**config.mk**
```make
export PLATFORM = sky130hd
export DESIGN_NAME = mem_bus_arbiter
export DESIGN_NICKNAME = d
export VERILOG_FILES = /design/src/rtl/mem_bus_arbiter_pkg.sv /design/src/rtl/mem_bus_arbiter.sv
export SDC_FILE = /design/constraint.sdc
export NUM_CORES = 1
export LEC_CHECK = 0
export BUFFER_PORTS_ARGS = -buffer_cell sky130_fd_sc_hd__buf_2
export CAP_MARGIN = 20
export CELL_PAD_IN_SITES_DETAIL_PLACEMENT = 0
export CELL_PAD_IN_SITES_GLOBAL_PLACEMENT = 2
export CORE_MARGIN = 1.5
export CORE_UTILIZATION = 29
export CTS_CLUSTER_DIAMETER = 100
export DETAILED_ROUTE_END_ITERATION = 16
export HOLD_SLACK_MARGIN = 0.1
export PLACE_DENSITY_LB_ADDON = 0.1
export SLEW_MARGIN = 0
export SYNTH_ARGS = -nofsm -noshare
export SYNTH_HDL_FRONTEND = slang
export SYNTH_SLANG_ARGS = --single-unit
```
**constraint.sdc**
```tcl
create_clock -name clk -period 2.7 [get_ports clk]
set_input_delay 0.135 -clock clk [delete_from_list [all_inputs] [get_ports clk]]
set_output_delay 0.135 -clock clk [all_outputs]
set_load 0.01 [all_outputs]
```
**src/rtl/mem_bus_arbiter_pkg.sv**
```systemverilog
// Shared types and constants for the two-port external memory bus arbiter.
package mem_bus_arbiter_pkg;

    // Arbiter FSM states
    typedef enum logic [1:0] {
        IDLE   = 2'd0,
        ACCESS = 2'd1,
        DONE   = 2'd2
    } state_t;

    // Grant identifiers; also used as the round-robin "last served" marker
    localparam logic GNT_FETCH = 1'b0;
    localparam logic GNT_DATA  = 1'b1;

    // Instruction fetch always moves a whole word
    localparam logic [3:0] BYTE_SEL_WORD = 4'b1111;

endpackage

```
**src/rtl/mem_bus_arbiter.sv**
```systemverilog
// Two-requester external memory bus arbiter: fetch (read-only) and data (r/w).
// One access at a time, fixed wait states, registered glitch-free bus strobes,
// one-cycle ack and held read data per requester.
module mem_bus_arbiter
    import mem_bus_arbiter_pkg::*;
#(
    parameter int WAIT_CYCLES = 1
) (
    input  logic        clk,
    input  logic        rst_n,
    // fetch port
    input  logic        i_req,
    input  logic [31:0] i_addr,
    output logic [31:0] i_rdata,
    output logic        i_ack,
    // data port
    input  logic        d_req,
    input  logic        d_we,
    input  logic [3:0]  d_byte_sel,
    input  logic [31:0] d_addr,
    input  logic [31:0] d_wdata,
    output logic [31:0] d_rdata,
    output logic        d_ack,
    // external bus
    output logic        ram_ce,
    output logic        bus_re,
    output logic        bus_we,
    output logic [3:0]  bus_byte_sel,
    output logic [31:0] bus_addr,
    output logic [31:0] bus_wdata,
    output logic        bus_data_oe,
    input  logic [31:0] bus_rdata
);

    state_t      r_state;
    logic        r_last;
    logic        r_gnt;
    logic [3:0]  r_cnt;
    logic        r_ram_ce;
    logic        r_bus_re;
    logic        r_bus_we;
    logic        r_bus_oe;
    logic [3:0]  r_bus_bs;
    logic [31:0] r_bus_addr;
    logic [31:0] r_bus_wdata;
    logic [31:0] r_i_rdata;
    logic [31:0] r_d_rdata;
    logic        r_i_ack;
    logic        r_d_ack;
    logic        w_pick;

    // Round-robin pick: a lone requester wins, a tie goes to whoever was not served last
    assign w_pick = (i_req && d_req) ? ~r_last : (d_req ? GNT_DATA : GNT_FETCH);

    // Arbiter FSM with all bus/ack/rdata outputs registered
    always_ff @(posedge clk or negedge rst_n) begin
        if (!rst_n) begin
            r_state     <= IDLE;
            r_last      <= GNT_DATA;
            r_gnt       <= GNT_FETCH;
            r_cnt       <= 4'd0;
            r_ram_ce    <= 1'b0;
            r_bus_re    <= 1'b0;
            r_bus_we    <= 1'b0;
            r_bus_oe    <= 1'b0;
            r_bus_bs    <= 4'd0;
            r_bus_addr  <= 32'd0;
            r_bus_wdata <= 32'd0;
            r_i_rdata   <= 32'd0;
            r_d_rdata   <= 32'd0;
            r_i_ack     <= 1'b0;
            r_d_ack     <= 1'b0;
        end else begin
            r_i_ack <= 1'b0;
            r_d_ack <= 1'b0;
            unique case (r_state)
                IDLE: begin
                    if (i_req || d_req) begin
                        r_gnt    <= w_pick;
                        r_last   <= w_pick;
                        r_cnt    <= 4'(WAIT_CYCLES);
                        r_ram_ce <= 1'b1;
                        r_state  <= ACCESS;
                        if (w_pick == GNT_FETCH) begin
                            r_bus_addr  <= i_addr;
                            r_bus_bs    <= BYTE_SEL_WORD;
                            r_bus_wdata <= 32'd0;
                            r_bus_re    <= 1'b1;
                            r_bus_we    <= 1'b0;
                            r_bus_oe    <= 1'b0;
                        end else begin
                            r_bus_addr  <= d_addr;
                            r_bus_bs    <= d_byte_sel;
                            r_bus_wdata <= d_wdata;
                            r_bus_re    <= ~d_we;
                            r_bus_we    <= d_we;
                            r_bus_oe    <= d_we;
                        end
                    end
                end
                ACCESS: begin
                    if (r_cnt == 4'd0) begin
                        // last wait state: sample read data, release the bus
                        if (!r_bus_we) begin
                            if (r_gnt == GNT_DATA) r_d_rdata <= bus_rdata;
                            else                   r_i_rdata <= bus_rdata;
                        end
                        r_ram_ce    <= 1'b0;
                        r_bus_re    <= 1'b0;
                        r_bus_we    <= 1'b0;
                        r_bus_oe    <= 1'b0;
                        r_bus_bs    <= 4'd0;
                        r_bus_addr  <= 32'd0;
                        r_bus_wdata <= 32'd0;
                        r_i_ack     <= (r_gnt == GNT_FETCH);
                        r_d_ack     <= (r_gnt == GNT_DATA);
                        r_state     <= DONE;
                    end else begin
                        r_cnt <= r_cnt - 4'd1;
                    end
                end
                DONE: begin
                    r_state <= IDLE;
                end
                default: begin
                    r_state <= IDLE;
                end
            endcase
        end
    end

    assign ram_ce       = r_ram_ce;
    assign bus_re       = r_bus_re;
    assign bus_we       = r_bus_we;
    assign bus_data_oe  = r_bus_oe;
    assign bus_byte_sel = r_bus_bs;
    assign bus_addr     = r_bus_addr;
    assign bus_wdata    = r_bus_wdata;
    assign i_rdata      = r_i_rdata;
    assign d_rdata      = r_d_rdata;
    assign i_ack        = r_i_ack;
    assign d_ack        = r_d_ack;

endmodule

```
; ---- Word level (Yosys, flattened, before mapping)
; Cells that the tools add are included.
[totals]
register_bits = 145
output_inout_bits = 138
[op_classes]
n_addsub = 1
n_eq_ne = 4
muxes = 32
n_bitwise = 4
n_reduce_logical = 11
[op_table]
columns = cell, n
row1 = 32-bit 2-to-1 mux, 5
row2 = 32-bit one-hot mux with 2 select lines, 2
row3 = 4-bit 2-to-1 mux, 5
row4 = 4-bit one-hot mux with 2 select lines, 2
row5 = 1-bit 2-to-1 mux, 12
row6 = 4-bit AND reduction, 2
row7 = "2-bit inequality test, second input constant", 3
row8 = 1-bit one-hot mux with 2 select lines, 3
row9 = 3-bit AND reduction, 2
row10 = 4-bit zero test, 1
row11 = 2-bit 2-to-1 mux, 2
row12 = 1-bit inverter, 4
row13 = 2-bit one-hot mux with 2 select lines, 1
row14 = 2-bit AND reduction, 2
row15 = "4-bit by 1-bit subtractor with 4-bit output, second input constant", 1
row16 = "2-bit by 1-bit == test with 1-bit output, second input constant", 1
row17 = 2-bit zero test, 1
row18 = 2-bit nonzero test, 1
row19 = 1-bit logical AND, 1
row20 = 1-bit logical OR, 1

; ---- Depth between registers and ports, before layout
[depth]
depth_word = 5
depth_mapped = 7

; ---- Least setup slack after synthesis
; Ideal clock, no wire load.
[synth_timing]
kind = register to register
start = register r_cnt[0]
end = register r_i_rdata[10], in the netlist i_rdata[10]
setup_time_ns = 0.125
arrival_time_ns = 1.877
t_required_ns = 2.575
path_slack_ns = 0.699
stages_incl_launch_ff = 8
path_buffers = 2
synth_period_minus_slack_ns = 2.001
cell_sequence = dfrtp_1 -> inv_1 -> ha_1 -> or3b_1 -> buf_6 -> nor4_4 -> buf_6 -> mux2_2
[synth_between]
elab_chain_cells = 2
[synth_lines]
columns = element, line
row1 = start: declaration, mem_bus_arbiter.sv:38  ; logic [3:0] r_cnt;
row2 = start signal: assignment, mem_bus_arbiter.sv:81  ; r_cnt <= 4'(WAIT_CYCLES);
row3 = start signal: assignment, mem_bus_arbiter.sv:119  ; r_cnt <= r_cnt - 4'd1;
row4 = 4-bit zero test, mem_bus_arbiter.sv:102  ; if (r_cnt == 4'd0) begin
row5 = 4-bit AND reduction (no source line), --
row6 = end signal: assignment, mem_bus_arbiter.sv:106  ; else r_i_rdata <= bus_rdata;
row7 = end: declaration, mem_bus_arbiter.sv:46  ; logic [31:0] r_i_rdata;
; No other way between the ends.
; A chain may end at the register's enable or synchronous reset.

; ---- Worst setup path in the final report
[layout_timing]
start = register r_last
end = register r_bus_addr[24], in the netlist bus_addr[24]
[layout_between]
elab_chain_cells = 5
[layout_lines]
columns = element, line
row1 = start: declaration, mem_bus_arbiter.sv:36  ; logic r_last;
row2 = start signal: assignment, mem_bus_arbiter.sv:80  ; r_last <= w_pick;
row3 = 1-bit inverter, mem_bus_arbiter.sv:53  ; assign w_pick = (i_req && d_req) ? ~r_last : (d_req ? GNT_DATA : GNT_FETCH);
row4 = 1-bit 2-to-1 mux, mem_bus_arbiter.sv:53
row5 = 32-bit 2-to-1 mux, mem_bus_arbiter.sv:84  ; if (w_pick == GNT_FETCH) begin
row6 = 32-bit 2-to-1 mux, mem_bus_arbiter.sv:78  ; if (i_req || d_req) begin
row7 = 32-bit one-hot mux with 2 select lines, mem_bus_arbiter.sv:76  ; unique case (r_state)
row8 = end signal: assignment, mem_bus_arbiter.sv:85  ; r_bus_addr <= i_addr;
row9 = end signal: assignment, mem_bus_arbiter.sv:92  ; r_bus_addr <= d_addr;
row10 = end: declaration, mem_bus_arbiter.sv:44  ; logic [31:0] r_bus_addr;
; No other way between the ends. The select of a mux whose other input is x is not followed.

==> impl_metrics.json <==
{
  "diodes": 0,
  "synth-main-ff-cell": "dfrtp_1",
  "syn_nets": 562,
  "utilization_pct": 48.6,
  "syn_area_per_cell_um2": 13.8,
  "dieArea_mm2": 0.0210,
  "antenna_found_initial": 0,
  "layout-drive-gt1-share_pct": 46.4,
  "numCtsBuffers": 17,
  "die_h_um": 145,
  "max_freq_mhz": 462,
  "antenna_left": 0,
  "synth_commonest_cells": "dfrtp_1 (144), mux2_2 (60), o21ai_0 (40), mux2i_1 (34), o22ai_1 (34)",
  "relSlewSlack_pct": 47.0,
  "final_nets": 969,
  "status": "finished, final reports clean",
  "h-tree-depth": 4,
  "power.share.combinational_pct": 40.6,
  "clock_sinks": 145,
  "fin_worst_skew_ns": 0.00870,
  "synthTopCellsByArea": "dfrtp_1 (62%), mux2_2 (12%), mux2i_1 (5.8%), a22o_1 (4.8%), o22ai_1 (3.6%)",
  "start_kind": "register",
  "drv_slew": 0,
  "dp_slack_ns": 0.575,
  "cts_tree": "yes",
  "design.core.area_mm2": 0.0196,
  "end_kind": "register",
  "gp_congestion": 0.749,
  "rsz0062_at_grt": "no",
  "final_cells": 1108,
  "tightest_slew_ns": 0.793,
  "drc": 0,
  "dp_hpwl_um": 11600,
  "grt.overflow.total": 0,
  "grt_pass1_wl_um": 26200,
  "drt_iter0_markers": 137,
  "yosysMostFrequentCell": "dfrtp_1",
  "synth_enable_flop_cells": 0,
  "min_period_ns": 2.16,
  "cap_violations": 0,
  "switchingPower_w": 0.00370,
  "ys_seq_area_share_pct": 62.2,
  "p_per_area_mw_per_mm2": 1110,
  "wl_um": 17300,
  "ctsResizeCount": 0,
  "drt-pass1-iter-count": 4,
  "vdd_drop_max_v": 0.000527,
  "clkPwrFrac_pct": 23.5,
  "crit_type": "reg2reg",
  "die_width_um": 145,
  "routed_via_density": 4.49,
  "dp_cells": 942,
  "syn_area_mm2": 0.00584,
  "grt_max_degree": 74,
  "synth_warnings": 0,
  "ys_ff_latch": 145,
  "grt_pass1_vias": 5182,
  "rows": 51,
  "clock_latency_ns": 0.42,
  "synth_top_area_share_pct": 61.7,
  "vias": 4972,
  "fin_setup_tns_ns": 0,
  "synthCells": 423,
  "synth_async_sr_flop_share_pct": 100,
  "ys_types": 34,
  "setup_viol": 0,
  "wire_per_inst_um": 15.6,
  "sequentialPowerShare_pct": 35.9,
  "cts_buffer_depth": 2,
  "yosysTopAreaCell": "dfrtp_1",
  "area_growth_pct": 63.1,
  "design_area_mm2": 0.00952,
  "swShare_pct": 35.1,
  "worst-path-max-fanout": 32,
  "leakage_nw": 4.62,
  "root_buffer": "clkbuf_16",
  "report.final.hold_viol_count": 0,
  "setup_ws_ns": 0.537,
  "io_pins": 275,
  "clk_pin_slew_ns": 0.06,
  "port_buffers": 274,
  "required_ns": 2.96,
  "initial_utilization_pct": 29.8,
  "holdCritPathClass": "in2reg",
  "arrival_ns": 2.42,
  "period_share_pct": 80.1,
  "post_dp_cell_area_mm2": 0.00755,
  "track_usage_pct": 16.4,
  "intPower_w": 0.00684
}
[flip-flops by register name, summed over array words and instances (netlist names)]
signal	cells
d_ack	1
bus_byte_sel	4
bus_re	1
r_cnt	4
i_rdata	32
r_state	2
d_rdata	32
r_last	1
i_ack	1
bus_addr	32
r_gnt	1
bus_data_oe	1
bus_wdata	32
ram_ce	1
[through the flow]
| step | power (W) | hold slack (ns) |
|---|---|---|
| after floorplan | 0.00616 | -0.161 |
| after global placement | 0.00787 | 0.207 |
| after detailed placement | 0.00796 | 0.214 |
| after CTS | 0.0107 | 0.113 |
| after global routing | 0.0113 | 0.130 |
| final | 0.0105 | 0.129 |
[worst max-delay path: stages (launching register included)]
cell and delay, ns:
dfstp_2 0.38, a21boi_4 0.20, buf_4 0.48, mux2i_1 0.25, dlygate4sd3_1 0.57, o22ai_1 0.08
[cell type report]
type | count | area, um^2
multi-input cells | 240 | 2050
repair buffers | 423 | 2870
inverters | 3 | 11.3
fillers | 1822 | 10100
clock inverters | 13 | 171
flip-flops and latches | 145 | 3630
well taps | 265 | 332
clock buffers | 19 | 453
[final timing paths]
path,from,to,slack (ns),depth (start not counted)
worst max-delay path,r_last$_DFFE_PN1P_,bus_addr[24]$_DFFE_PN0P_,0.54,5
worst min-delay path,i_req,bus_data_oe$_DFFE_PN0P_,0.13,4
worst max register to register,r_last$_DFFE_PN1P_,bus_addr[24]$_DFFE_PN0P_,0.54,5
worst min register to register,i_rdata[2]$_DFFE_PN0P_,i_rdata[2]$_DFFE_PN0P_,0.48,1
max in group asynchronous,rst_n,i_rdata[16]$_DFFE_PN0P_,1.58,3
min in group asynchronous,rst_n,d_rdata[10]$_DFFE_PN0P_,0.30,2
[layout by cell type (no fill, tap or decap), types with 3 or more instances in the layout]
cell             n
buf_2          273
dfrtp_1        144
dlygate4sd3_1  134
mux2_2          60
o21ai_0         40
o22ai_1         34
mux2i_1         34
a22o_1          32
clkbuf_16       17
buf_4           12
nand2_1          5
mux2_1           5
inv_6            5
a2bb2oi_1        4
bufinv_16        3
buf_12           3
[kinds of logic (layout without fill, tap and decap cells)]
family | after synthesis | count (layout) | synth area share [%]
AOI/OAI and AO/OA | 118 | 118 | 13.5
adders and majority gates | 2 | 2 | 0.429
buffers and inverters | 38 | 458 | 3.19
DFF | 145 | 145 | 62.2
muxes | 99 | 99 | 18.4
and+or+nand+nor | 21 | 21 | 2.27
[timing repair]
| item | CTS | global route |
|---|---|---|
| buffers inserted | 0 | 0 |
| setup endpoints to repair | 0 | 0 |
| hold buffers | 134 | 0 |
| endpoints found under the hold margin | 204 | 0 |
[metal layers]
layer  part of all wire (%)  vias to the layer above  track usage [%]
li1                       -                     2393                -
met1                     43                     2396             19.7
met2                     48                      171             27.0
met3                    7.5                       12             6.15
met4                    1.2                        0             5.32
met5                      0                        -                0
[power groups by stage]
| stage | sequential (W) | clock, W | combinational (W) |
|---|---|---|---|
| after floorplan | 0.00425 | 0 | 0.00191 |
| after global placement | 0.00381 | 0 | 0.00406 |
| after detailed placement | 0.00380 | 0 | 0.00415 |
| after CTS | 0.00379 | 0.00254 | 0.00435 |
| after global routing | 0.00393 | 0.00266 | 0.00469 |
| final | 0.00379 | 0.00248 | 0.00428 |
Note: power is estimated with default switching activity, not from simulation.
